===== config.mk =====
export PLATFORM = sky130hd
export DESIGN_NAME = clk_div_bank
export DESIGN_NICKNAME = d
export VERILOG_FILES = /design/src/rtl/clk_div_bank.sv
export SDC_FILE = /design/constraint.sdc
export NUM_CORES = 1
export LEC_CHECK = 0
export ABC_AREA = 1
export BUFFER_PORTS_ARGS = -buffer_cell sky130_fd_sc_hd__buf_2
export CELL_PAD_IN_SITES_DETAIL_PLACEMENT = 0
export CELL_PAD_IN_SITES_GLOBAL_PLACEMENT = 1
export CORE_ASPECT_RATIO = 2
export CORE_MARGIN = 5
export CORE_UTILIZATION = 41
export CTS_CLUSTER_DIAMETER = 200
export CTS_CLUSTER_SIZE = 25
export DETAILED_ROUTE_END_ITERATION = 6
export HOLD_SLACK_MARGIN = 0.02
export PLACE_DENSITY_LB_ADDON = 0.1
export REMOVE_ABC_BUFFERS = 1
export SLEW_MARGIN = 10
export SYNTH_ARGS = -nofsm -noshare
export SYNTH_HDL_FRONTEND = slang
export SYNTH_SLANG_ARGS = --single-unit

===== constraint.sdc =====
create_clock -name clk -period 2.52 [get_ports clk]
set_input_delay 0.252 -clock clk [delete_from_list [all_inputs] [get_ports clk]]
set_output_delay 0.252 -clock clk [all_outputs]
set_load 0.05 [all_outputs]

===== src/rtl/clk_div_bank.sv =====
// Bank of runtime-programmable clock dividers. Each channel toggles sclk every hp cycles;
// new half-periods and enable changes only take effect on phase boundaries.
module clk_div_bank #(
  parameter int NUM_CH       = 4,
  parameter int CNT_W        = 32,
  parameter int CH_W         = 2,
  parameter int DEFAULT_HALF = 5000000
) (
  input  logic              clk,
  input  logic              reset,
  input  logic [NUM_CH-1:0] en,
  input  logic              cfg_valid,
  output logic              cfg_ready,
  input  logic [CH_W-1:0]   cfg_ch,
  input  logic [CNT_W-1:0]  cfg_half,
  output logic [NUM_CH-1:0] sclk,
  output logic [NUM_CH-1:0] tick,
  output logic [NUM_CH-1:0] active
);

  localparam logic [CNT_W-1:0] HP_RST = CNT_W'(DEFAULT_HALF);

  logic [NUM_CH-1:0] pend_valid;

  // Channels outside the bank always accept and drop the write.
  always_comb begin
    cfg_ready = 1'b1;
    for (int c = 0; c < NUM_CH; c++) begin
      if (cfg_ch == CH_W'(c)) cfg_ready = ~pend_valid[c];
    end
  end

  for (genvar i = 0; i < NUM_CH; i++) begin : ch_g
    logic [CNT_W-1:0] cnt_q, cnt_d, hp_q, hp_d, pend_q, pend_d;
    logic             pv_q, pv_d, sclk_q, sclk_d, tick_q, tick_d, act_q, act_d;
    logic             run, go, last, wr;

    assign run  = en[i] & (hp_q != '0);
    assign go   = act_q | run;
    // A zero half-period still lets a high phase finish on the next edge.
    assign last = go & ((hp_q == '0) ? sclk_q : (cnt_q == hp_q - CNT_W'(1)));
    assign wr   = cfg_valid & cfg_ready & (cfg_ch == CH_W'(i));

    always_comb begin
      cnt_d  = cnt_q;
      sclk_d = sclk_q;
      tick_d = 1'b0;
      act_d  = act_q;
      hp_d   = hp_q;
      pend_d = pend_q;
      pv_d   = pv_q;

      if (!go) begin
        cnt_d  = '0;
        sclk_d = 1'b0;
        act_d  = 1'b0;
      end else if (last) begin
        cnt_d  = '0;
        sclk_d = ~sclk_q;
        tick_d = ~sclk_q;
        act_d  = run | ~sclk_q;
      end else if (!run && !sclk_q) begin
        cnt_d = '0;
        act_d = 1'b0;
      end else begin
        cnt_d = cnt_q + CNT_W'(1);
        act_d = 1'b1;
      end

      if (pv_q && (last || !go)) begin
        hp_d = pend_q;
        pv_d = 1'b0;
      end
      if (wr) begin
        pend_d = cfg_half;
        pv_d   = 1'b1;
      end
    end

    always_ff @(posedge clk) begin
      if (reset) begin
        cnt_q  <= '0;
        hp_q   <= HP_RST;
        pend_q <= '0;
        pv_q   <= 1'b0;
        sclk_q <= 1'b0;
        tick_q <= 1'b0;
        act_q  <= 1'b0;
      end else begin
        cnt_q  <= cnt_d;
        hp_q   <= hp_d;
        pend_q <= pend_d;
        pv_q   <= pv_d;
        sclk_q <= sclk_d;
        tick_q <= tick_d;
        act_q  <= act_d;
      end
    end

    assign sclk[i]       = sclk_q;
    assign tick[i]       = tick_q;
    assign active[i]     = act_q;
    assign pend_valid[i] = pv_q;
  end

endmodule


* Word level (Yosys, flattened, before mapping)
Index checks and enable logic that the tools add are counted.
** Storage, ports and cells
- Register bits after elaboration :: 400
- Bits of input ports :: 41
- Output and inout bits :: 13
- Word-level logic and storage cells :: 153
** Cells by class
- Add/subtract/negate cells :: 8
- Equal/unequal tests :: 7
- Mux-type cells :: 24
- Bitwise operators :: 37
- Reduce and logical (&&, ||, !) cells :: 49
** Operator list (count)
- 32-bit by 1-bit adder with 32-bit output, second input constant :: 4
- 32-bit == test :: 4
- 32-bit logical NOT :: 4
- 32-bit nonzero test :: 4
- 32-bit by 1-bit subtractor with 32-bit output, second input constant :: 4
- 1-bit two-way mux :: 24
- 1-bit inverter :: 16
- 4-bit OR reduction :: 4
- 1-bit bitwise AND :: 13
- 1-bit logical NOT :: 12
- 3-bit OR reduction :: 4
- 1-bit logical AND :: 8
- 1-bit OR :: 8
- 2-bit nonzero test :: 4
- 2-bit OR reduction :: 4
- 2-bit == test, second input constant :: 2
- 1-bit logical OR :: 4
- 2-bit by 1-bit == test with 1-bit output, second input constant :: 1
- 2-bit logical NOT :: 1

* Longest topological paths before layout
Gate-level depths: netlist (run 1).
- Word-level depth :: 8
- Depth in mapped cells :: 22
- Gate-level depth less buffers :: 22

* Least setup slack after synthesis (run 1)
OpenSTA, ideal clock, no wires.
- Kind :: flip-flop to flip-flop
- From :: reg ch_g[0].pv_q
- To :: reg ch_g[0].pend_q[10]
- Setup time :: 128 ps
- Arrival time :: 2827 ps
- Required time :: 2392 ps
- Path slack :: -436 ps
- Cell stages (with the launch flop) :: 9
- Path buffers :: 3
- Period minus slack after synthesis :: 2956 ps
- Path through :: dfxtp_1 -> clkbuf_1 -> a22o_1 -> a221oi_1 -> nand3_1 -> clkbuf_1 -> clkbuf_1 -> o21ai_0 -> a21oi_1
** Between the ends
- Word-level cells in the longest chain between the ends :: 7
** Ends and longest elaborated chain
- from (decl) :: RTL line 35 : logic pv_q, pv_d, sclk_q, sclk_d, tick_q, tick_d, act_q, act_d;
- from (signal assigned) :: RTL line 93 : pv_q <= pv_d;
- 1-bit inverter :: RTL line 29 : if (cfg_ch == CH_W'(c)) cfg_ready = ~pend_valid[c];
- 1-bit two-way mux (4 in a row) :: RTL line 29
- named net cfg_ready :: RTL line 13 : output logic cfg_ready,
- 1-bit bitwise AND (2 in a row) :: RTL line 42 : assign wr = cfg_valid & cfg_ready & (cfg_ch == CH_W'(i));
- to (signal assigned) :: RTL line 92 : pend_q <= pend_d;
- to (decl) :: RTL line 34 : logic [CNT_W-1:0] cnt_q, cnt_d, hp_q, hp_d, pend_q, pend_d;
The timed path passes the listed nets, and every way through them passes these cells.
A chain may end at the register's enable or synchronous reset.

* Worst setup path after layout (run 1)
- From :: reg ch_g[1].hp_q[0]
- To :: reg ch_g[1].cnt_q[4]
** Between the ends
- Word-level cells in the longest chain between the ends :: 5
- Elaborated cells between the ends (all ways) :: 12
- Those cells by class :: add/sub: 1; eq/ne: 1; mux: 1; bitwise: 4; reduce/logical: 5
** Ends and longest elaborated chain
- from (decl) :: RTL line 34
- from (signal assigned) :: RTL line 91 : hp_q <= hp_d;
- 32-bit by 1-bit subtractor with 32-bit output or 32-bit nonzero test (tied branches) :: RTL line 41, 38
- 32-bit == test or 1-bit bitwise AND (tied branches) :: RTL line 41, 38
- 1-bit two-way mux (tied with other cells) :: RTL line 41 : assign last = go & ((hp_q == '0) ? sclk_q : (cnt_q == hp_q - CNT_W'(1)));
- 1-bit bitwise AND (tied with other cells) :: RTL line 41
- 4-bit OR reduction (no line) *
- to (signal assigned) :: RTL line 90 : cnt_q <= cnt_d;
- to (decl) :: RTL line 34
Every way passes the cells marked *; elsewhere a longest branch is shown, timed or not.

==> run metrics, run 1 <==
worst hold start=reset; synthesized instance count=3500; max_cap viols=0; Crit path arrival time=3.23 ns; R2R Path Start=ch_g[1].hp_q[0]; Setup WS post-layout=-0.2536 ns; Hold Slack=roughly 0.086 ns; M3 GR Usage=roughly 2%; Setup-failing EPs final=230; CTS Root Buffer Type=clkbuf_16; ys flop type=dfxtp_1; syn_area_per_cell=6.459 µm²; startpoint types=register; worst path cell trace=inv_2 -> ha_4 -> nand3_4 -> buf_6 -> nor2_4 -> nand2_2 -> buf_4 -> nand3_1 -> nand3b_1 -> nor2_1 -> nand2_1 -> nor2_2 -> nand3_2 -> buf_6 -> nand2_4 -> nand2_4 -> nand3_4 -> buf_12 -> nor2_2; Data required, critical path=a little under 3 ns; clk_lat worst skew=between 0.5 and 0.6 ns; total grt overflow=0; met2 Usage GRT=52.59%; cell area after layout=31020 µm²; GRT Overall Usage=26.14%; WHS Endpoint=ch_g[3].tick_q; WHS Path Cells=2; FF-to-FF path depth=19; Slew @ Worst Pin=roughly 0.91 ns; asr flop ratio synth=0%; synth unique cells=46; initial antenna violation count=1; Final ANT Viol Nets=0; Max Clk Rate=between 300 and 400 MHz; Max clock buf depth=3; PD cells=393.7 nW/µm²; Nets=~4000; vias in the first global route=23536; sequential share of the synthesized area=approximately 35%; die height=342.1 µm; clk slew on worst S/H paths=between 0.1 and 0.15 ns; RSZ-0062 raised after global routing=yes; via count=roughly 24000; number of core rows=approximately 120; total CTS buffers=19; EDFF count, synth=0; post-DP HPWL=between 60000 and 70000 µm; Tcrit/Tclk final=110.1%; GRT busiest layer=met2; Sinks on Clock Net=400; worst-path fanout max=7; routability cong.=approximately 0.98; die area=approximately 60000 µm²; drt drc=0; Routed wire per std cell=around 18 µm; Slew Limit Fails=0; Core Box Area=between 50000 and 60000 µm²; Place WS=-0.4467 ns; Die W=between 150 and 200 µm; CTS tree=yes; IO Pins=54; outcome=finished, violations left; met1 global-route usage=24.61%; global-route wire length before repair=between 100000 and 150000 µm; Placed Instance Area=about 26000 µm²; reg2reg end=ch_g[1].cnt_q[4]; Yosys reg bits=400; initial DRC count=a little over 1000; hold_buf cts=0; fraction of final layout cells sized beyond drive strength 1=a little under a third; CP endpoint kind=register; violated checks=negative setup slack; relative slew slack=between 30% and 40%; P&R area growth vs syn=37.23%; Min Clock Period, post-route=approximately 2.8 ns; critical path class=reg2reg; Setup TNS Final=-29.02 ns; IO buf count=53; layout filler cell count=approximately 5400; fin util=a little under three fifths; final hold vios=0; routed wire length=approximately 83000 µm; Worst path slowest cell=dfxtp_2; Initial Util=41.48%; drt first pass iters=5; Reg2Reg Setup Slack=-0.25 ns; htree depth=1; Leak=~0.013 µW; Yosys Warn Count=0; worst hold path class=in2reg; clock skew=between 0.015 and 0.02 ns; Largest stage delay, worst path=0.34 ns; number of vias per cell=roughly 5.1; cell area after synthesis=22610 µm²; largest net degree at the start of global routing=75; Max IR drop VDD=0.5006 mV
per-stage QoR:
stage               total power [µW]  instances
finish                         12210       4622
global route                   12680       4621
CTS                            12170       4606
detailed placement              8292       4512
global placement                8272       4512
floorplan                       7586       3366
cell usage in the layout (no fill, tap or decap), types with 5 or more instances in the layout:
master	count
nand2_1	652
inv_1	432
nor2_1	403
buf_4	390
dfxtp_1	368
a21oi_1	183
nand3_1	168
o21ai_0	151
nand3_2	132
nor2_2	129
xor2_1	121
nand2_2	94
nor2_4	70
nand4_1	57
xnor2_1	54
buf_6	53
buf_2	53
a21oi_2	49
nor3_1	43
buf_12	35
dfxtp_2	30
nand2_4	29
clkbuf_16	26
nor3_2	24
nand3b_1	23
nand3_4	22
inv_2	18
nor4_1	18
or2_2	14
buf_16	12
o21ai_1	10
nand2_8	6
o21ai_2	6
buf_8	6
o21bai_1	5
a21oi_4	5
cells in the mapped netlist, types with 7 or more instances:
| cell type | n | area share (%) |
|---|---|---|
| or2_2 | 14 | 0.39 |
| a21oi_1 | 237 | 5.2 |
| nor4_1 | 20 | 0.55 |
| nand2_2 | 16 | 0.44 |
| nand3b_1 | 23 | 0.76 |
| dfxtp_1 | 400 | 35 |
| xor2_1 | 123 | 4.8 |
| o21ai_0 | 157 | 3.5 |
| clkbuf_1 | 81 | 1.3 |
| o21ai_1 | 12 | 0.27 |
| nor2_2 | 38 | 1.1 |
| buf_2 | 15 | 0.33 |
| nor2_1 | 557 | 9.2 |
| buf_1 | 7 | 0.12 |
| nand2_1 | 762 | 13 |
| xnor2_1 | 54 | 2.1 |
| buf_6 | 16 | 0.80 |
| inv_1 | 448 | 7.4 |
| nor2_4 | 7 | 0.35 |
| nand3_1 | 309 | 6.8 |
| nand3_2 | 11 | 0.49 |
| nand4_1 | 57 | 1.6 |
| buf_4 | 15 | 0.50 |
| nor3_1 | 64 | 1.4 |
| ha_1 | 8 | 0.44 |
routing by layer:
| layer | up-vias | wire [µm] |
|---|---|---|
| met4 | 0 | 6601 |
| met3 | 232 | 1913 |
| met1 | 11000 | 28070 |
| met2 | 404 | 45960 |
| met5 | - | 0 |
| li1 | 11955 | - |
flip-flops by register name, summed over array words and instances (netlist names):
register	cells
ch_g.hp_q	128
ch_g.pend_q	128
ch_g.act_q	4
ch_g.tick_q	4
ch_g.sclk_q	4
ch_g.pv_q	4
ch_g.cnt_q	128
power breakdown:
group	internal [µW]	switching (µW)	leakage [µW]
registers	6500	122	0.00325
clock network	1360	2150	0.000234
logic	855	1230	0.00922
total	8720	3500	0.0127
cell families after synthesis:
kind of cell             after synthesis  synth area share [%]
AO/OA/AOI/OAI                        422                 9.531
XOR/XNOR                             181                 7.261
adder cells (fa/ha/maj)                8                0.4428
buffers and inverters                589                 10.67
flip-flops                           400                 35.42
AND/OR/NAND/NOR                     1900                 36.68
layout make-up:
| type | count | area [µm²] | area share [%] |
|---|---|---|---|
| Multi-Input combinational cell | 2513 | 14800 | 47.72 |
| Sequential cell | 400 | 8053 | 25.96 |
| Timing Repair Buffer | 556 | 5086 | 16.39 |
| Inverter | 455 | 1732 | 5.582 |
| Tap cell | 676 | 845.8 | 2.726 |
| Clock buffer | 19 | 475.5 | 1.533 |
| Timing Repair inverter | 2 | 25.02 | 0.08066 |
| Antenna cell | 1 | 2.502 | 0.008066 |
timing repair:
| action | in CTS | in global routing |
|---|---|---|
| pin swaps | 119 | 169 |
| buffers inserted | 55 | 29 |
| resized for setup | 412 | 396 |
| endpoints found under the setup margin | 272 | 271 |
| cloned | 26 | 9 |
worst max path at each step:
stage | slack [ns] | startpoint | depth (start not counted) | endpoint
3_3_place_gp | -0.43 | ch_g[3].hp_q[1] | 16 | ch_g[3].hp_q[6]
4_1_cts | -0.23 | ch_g[1].hp_q[1] | 22 | ch_g[1].cnt_q[20]
5_1_grt | -0.41 | ch_g[1].hp_q[0] | 21 | ch_g[1].cnt_q[4]
2_1_floorplan | -2.26 | ch_g[0].pv_q | 5 | ch_g[0].pend_q[0]
3_5_place_dp | -0.45 | ch_g[0].hp_q[0] | 20 | ch_g[0].hp_q[19]
6_report | -0.25 | ch_g[1].hp_q[0] | 19 | ch_g[1].cnt_q[4]
worst max-delay path, delay by kind of cell, from the launching register on:
family / cells / cell delay [ns]
simple gates: 13 / 1.48
buf+inv: 5 / 0.67
flops: 1 / 0.34
fa+ha+maj: 1 / 0.15
(Power assumes the default switching activity.)
==> run 2: changes to the inputs <==
- ABC_AREA: 1 -> default
- CORE_UTILIZATION: 41 -> 43
==> run 2 against run 1 <==
The run still ends with negative setup slack left. Critical path depth is 6 lower. Final area is 12% lower. Clock power is 3% lower. Power is 11% lower. Maximum frequency is 21% lower. Synthesized area is 7.3% lower. Combinational power is 55% lower. Sequential share of layout area is 3.3 points higher. Count of clock-buffer cells in the layout stayed put. Critical path type unchanged. Critical endpoint is now ch_g[1].cnt_q[7].
==> run metrics, run 2 <==
reg2reg end=ch_g[1].cnt_q[7]; die area=about 54000 µm²; clk_lat worst skew=roughly 0.55 ns; Die W=about 170 µm; Data required, critical path=slightly below 3 ns; M3 GR Usage=1.888%; via count=approximately 19000; synth top area cells=dfxtp_1, nand2_1, mux2i_1; Place WS=-1.184 ns; Yosys top cell area share=approximately two fifths; final hold vios=0; WHS Endpoint=ch_g[2].pend_q[2]; Sinks on Clock Net=400; Yosys Warn Count=0; Comb power frac=between 8 and 9%; Psw=2685 µW; ys flop type=dfxtp_1; CP endpoint kind=register; Core Box Area=approximately 48000 µm²; Hold Slack=about 0.033 ns; worst hold start=cfg_half[2]; IO buf count=53; global-route wire length before repair=around 100000 µm; met1 global-route usage=roughly a quarter; worst path cell trace=or4_4 -> or3_4 -> or4_4 -> a32oi_1 -> mux2_4 -> or4b_4 -> buf_4 -> buf_6 -> nor4_4 -> or4_4 -> buf_6 -> clkbuf_16 -> nor2_1; post-DP HPWL=between 40000 and 50000 µm; area leader, netlist=dfxtp_1; outcome=finished, violations left; Initial Util=between 40% and 50%; fraction of final layout cells sized beyond drive strength 1=26.37%; violated checks=negative setup slack; max_cap viols=0; critical path class=reg2reg; total grt overflow=0; CTS Root Buffer Type=clkbuf_16; Reg2Reg Setup Slack=-1.01 ns; met2 Usage GRT=between 40% and 50%; synth unique cells=81; GRT Overall Usage=between 20% and 30%; Final ANT Viol Nets=0; number of core rows=about 110; biggest regs=ch_g.cnt_q x128, ch_g.hp_q x128, ch_g.pend_q x128; Worst Setup SP=ch_g[1].hp_q[11]; Setup WS post-layout=-1.011 ns; drt drc=0; Worst path slowest cell=or4_4; asr flop ratio synth=0%; most frequent cells in the layout=buf_4, dfxtp_1, nand2_1; Sequential Power Share=around 60%; vias in the first global route=between 15000 and 20000; cell area after synthesis=~21000 µm²; Internal=slightly above 8000 µW; Slew Limit Fails=0; Max clock buf depth=3; Net Sw Frac=around 25%; Largest stage delay, worst path=0.53 ns; drt first pass iters=5; clock group share of total power=between 30% and 40%; cell area after layout=27380 µm²; fin util=between 50% and 60%; die height=322.2 µm; CP most frequent cell=or4_4; routability cong.=~0.9; R2R Path Start=ch_g[1].hp_q[11]; worst hold path class=in2reg; initial antenna violation count=1; Yosys reg bits=400; relative slew slack=a little over half; Max Clk Rate=about 280 MHz; PD cells=395.6 nW/µm²; Setup TNS Final=-207.47 ns; IO Pins=54; htree depth=1; Leak=0.009979 µW; Crit path arrival time=a little under 4 ns; clk slew on worst S/H paths=0.10 ns; routed wire length=around 64000 µm; commonest non-fill, non-tap cell in the layout=buf_4; startpoint types=register; WHS Path Cells=3; Placed Instance Area=roughly 25000 µm²; Slew @ Worst Pin=approximately 0.7 ns; clock skew=roughly 0.018 ns; Routed wire per std cell=around 18 µm; largest net degree at the start of global routing=135; Nets=a little over 3000; sequential share of the synthesized area=between 30% and 40%; Max IR drop VDD=0.5319 mV; Tcrit/Tclk final=140.1%; Post-synth top cells=dfxtp_1, nand2_1, nor2_1; EDFF count, synth=0; RSZ-0062 raised after global routing=yes; FF-to-FF path depth=13; GRT busiest layer=met2; synthesized instance count=around 2600; initial DRC count=slightly above 1000; P&R area growth vs syn=30.66%; worst-path fanout max=8; number of vias per cell=5.272; most common cell in the netlist=dfxtp_1; Setup-failing EPs final=roughly 270; syn_area_per_cell=about 8.1 µm²; Min Clock Period, post-route=3.531 ns; CTS tree=yes; Multi-input gate area=roughly 13000 µm²; total CTS buffers=19; flip-flop and latch area=8019 µm²; layout filler cell count=roughly 4500
## run 2: kinds of logic (layout without fill, tap and decap cells)
kind of cell / count (synthesis) / in the layout / synth area share (%)
AO/OA/AOI/OAI: 312 / 312 / 9.152
XOR/XNOR: 275 / 275 / 11.49
adder cells (fa/ha/maj): 8 / 8 / 0.4776
buffers and inverters: 195 / 602 / 4.066
flip-flops: 400 / 400 / 38.21
multiplexers: 135 / 135 / 6.549
other: 0 / 1 / 0
AND/OR/NAND/NOR: 1249 / 1249 / 30.05
## run 2: per-layer routing
| metal | wire length (µm) | up-vias |
|---|---|---|
| li1 | - | 9642 |
| met1 | 25100 | 9010 |
| met2 | 33640 | 309 |
| met3 | 1653 | 123 |
| met4 | 3278 | 0 |
| met5 | 0 | - |
## run 2: area by class of cell
type / count / share of cell area, %
Antenna cell: 1 / 0.009138
Clock buffer: 19 / 1.736
Inverter: 40 / 0.5483
Multi-Input combinational cell: 1979 / 48.57
Sequential cell: 400 / 29.28
Tap cell: 638 / 2.915
Timing Repair Buffer: 543 / 16.93
## run 2: repair_timing
action | CTS | global route
cloned | 22 | 4
resized for setup | 187 | 193
setup buffers | 47 | 14
hold buffers | 3 | 2
endpoints found under the setup margin | 272 | 272
endpoints found under the hold margin | 3 | 2
pin swaps | 80 | 75
## run 2: worst max-delay path, delay by kind of cell, from the launching register on
family	cells	cell delay, ns
compound gates	1	0.19
buf+inv	4	0.55
flops	1	0.33
mux	1	0.18
simple gates	7	2.19
## run 2: worst max-delay path by stage
stage                                   to  slack, ns
final                     ch_g[1].cnt_q[7]      -1.01
after global routing       ch_g[1].hp_q[1]      -1.12
after CTS                 ch_g[1].hp_q[28]      -1.02
after detailed placement   ch_g[1].hp_q[3]      -1.18
after global placement     ch_g[1].hp_q[1]      -1.11
after floorplan            ch_g[3].hp_q[0]      -2.32
## run 2: per-stage QoR
| stage | instances | total power [µW] |
|---|---|---|
| after detailed placement | 3537 | 7389 |
| final | 3620 | 10830 |
| after CTS | 3624 | 10990 |
| after global placement | 3537 | 7371 |
| after global routing | 3619 | 11260 |
| after floorplan | 2419 | 6965 |
## run 2: power groups by stage
| stage | sequential, µW | combinational (µW) | clock [µW] |
|---|---|---|---|
| final | 6480 | 933 | 3420 |
| after global routing | 6500 | 1000 | 3760 |
| after CTS | 6480 | 941 | 3570 |
| after detailed placement | 6620 | 766 | 0 |
| after global placement | 6620 | 750 | 0 |
| after floorplan | 6630 | 339 | 0 |
==> run 3: changes to the inputs <==
- ABC_AREA: default -> 0
- CORE_ASPECT_RATIO: 2 -> default
==> run 3 against run 2 <==
The run still ends with negative setup slack left. Via count about the same. Largest power group unchanged. Combinational power increased by 6.2%. Global-route usage decreased by 0.25 points. Core utilization increased by 0.61 points.
==> run metrics, run 3 (synthesis gave the netlist of run 2 again) <==
outcome=finished, violations left; violated checks=negative setup slack; max_cap viols=0; Core Box Area=48550 µm²; critical path class=reg2reg; worst-path fanout max=5; via count=roughly 19000; IO Pins=54; fraction of final layout cells sized beyond drive strength 1=26.50%; Nets=3043; flip-flop and latch area=~8000 µm²; number of core rows=just over 80; fin cells=between 3000 and 4000; commonest non-fill, non-tap cell in the layout=buf_4; drt drc=0; total grt overflow=0; R2R Path Start=ch_g[1].hp_q[11]; Min Clock Period, post-route=3.577 ns; number of vias per cell=5.276; Slew @ Worst Pin=roughly 0.71 ns; drt first pass iters=5; CP most frequent cell=or4_4; Largest stage delay, worst path=between 0.5 and 0.6 ns; worst path cell trace=or4_4 -> or3_4 -> or4_4 -> a32oi_1 -> mux2_4 -> or4b_4 -> o41ai_4 -> buf_6 -> buf_12 -> buf_16 -> mux2i_1 -> nor2_1; largest net degree at the start of global routing=78; layout filler cell count=about 4500; Hold Slack=~0.035 ns; clk slew on worst S/H paths=roughly 0.11 ns; initial antenna violation count=1; Initial Util=approximately 43%; vias in the first global route=18149; post-DP HPWL=between 40000 and 50000 µm; Worst Setup SP=ch_g[1].hp_q[11]; CTS Root Buffer Type=clkbuf_16; worst hold start=cfg_half[30]; worst hold path class=in2reg; clk_lat worst skew=around 0.57 ns; Crit path arrival time=4.04 ns; Data required, critical path=about 3.0 ns; CTS tree=yes; cell area after layout=around 28000 µm²; IO buf count=53; htree depth=1; Inst Count DP=3497; Max clock buf depth=3; GRT Overall Usage=between 20% and 30%; total CTS buffers=19; RSZ-0062 raised after global routing=yes; Place WS=-1.145 ns; initial DRC count=between 1000 and 1500; Routed wire per std cell=about 17 µm; Multi-input gate area=13410 µm²; die height=230.8 µm; CP endpoint kind=register; Die W=230.8 µm; Placed Instance Area=around 25000 µm²; routed wire length=62880 µm; clock skew=0.03482 ns; P&R area growth vs syn=32.60%; final hold vios=0; biggest regs=ch_g.cnt_q x128, ch_g.hp_q x128, ch_g.pend_q x128; PD cells=between 300 and 400 nW/µm²; global-route wire length before repair=98910 µm; Final ANT Viol Nets=0; Tcrit/Tclk final=142.0%; die area=53250 µm²; Setup WS post-layout=-1.057 ns; Leak=around 0.010 µW; Slew Limit Fails=0; most frequent cells in the layout=buf_4, dfxtp_1, nand2_1; startpoint types=register; Max IR drop VDD=0.3677 mV; Max Clk Rate=279.5 MHz; routability cong.=roughly 0.86; Worst path slowest cell=or4_4; Sinks on Clock Net=400; Setup-failing EPs final=around 270; # diodes=0; relative slew slack=52.73%
## run 3: changes by cell type in the layout (fill, tap and decap cells not counted), sizes merged
cell,previous run,this run
dlygate4sd3,5,32
buf,534,520
clkbuf,23,21
diode,1,0
inv,40,41
## run 3: critical path: cells and delay by family, from the launching register on
kind            cells  cell delay [ns]
mux                 2             0.35
compound gates      2             0.54
flops               1             0.33
simple gates        5             1.82
buf+inv             3             0.43
## run 3: final cells by class
class	instances	share of cell area, %
clock buffer	19	1.711
clock inverter	1	0.03152
inverter	40	0.5403
multi-input combinational	1979	48.24
sequential	400	28.87
tap	622	2.800
timing repair buffer	554	17.81
## run 3: power by group
part           total, µW  switching (µW)  internal [µW]  leakage, µW
registers           6480            70.9           6410      0.00324
logic                991             562            429      0.00658
clock network       3440            2070           1370     0.000239
## run 3: what timing repair did
action                                  CTS  global route
resized for setup                       152           232
cloned                                   25             2
buffers inserted                         34            27
hold endpoints to repair                 82             2
endpoints found under the setup margin  272           272
hold buffers                             30             2
pin swaps                                57           100
## run 3: metal layers
metal	global-route usage [%]	share of wire (%)
met2	37.05	46
met5	0	0.011
met1	32.40	48
met4	5.145	2.6
met3	2.066	3.7
## run 3: per-stage QoR
stage / power, µW / utilization, % / setup TNS, ns
finish: 10910 / 57.25 / -199.81
global route: 11350 / 57.25 / -229.14
CTS: 11000 / 55.38 / -196.34
detailed placement: 7379 / 50.48 / -227.76
global placement: 7365 / 50.48 / -217.96
floorplan: 6965 / - / -370.40
## run 3: final timing paths
check | endpoint | slack [ns] | cells after the start
worst max-delay path | ch_g[1].hp_q[29] | -1.06 | 12
worst min-delay path | ch_g[1].pend_q[30] | 0.04 | 3
worst max register to register | ch_g[1].hp_q[29] | -1.06 | 12
worst min register to register | ch_g[0].pend_q[2] | 0.46 | 2
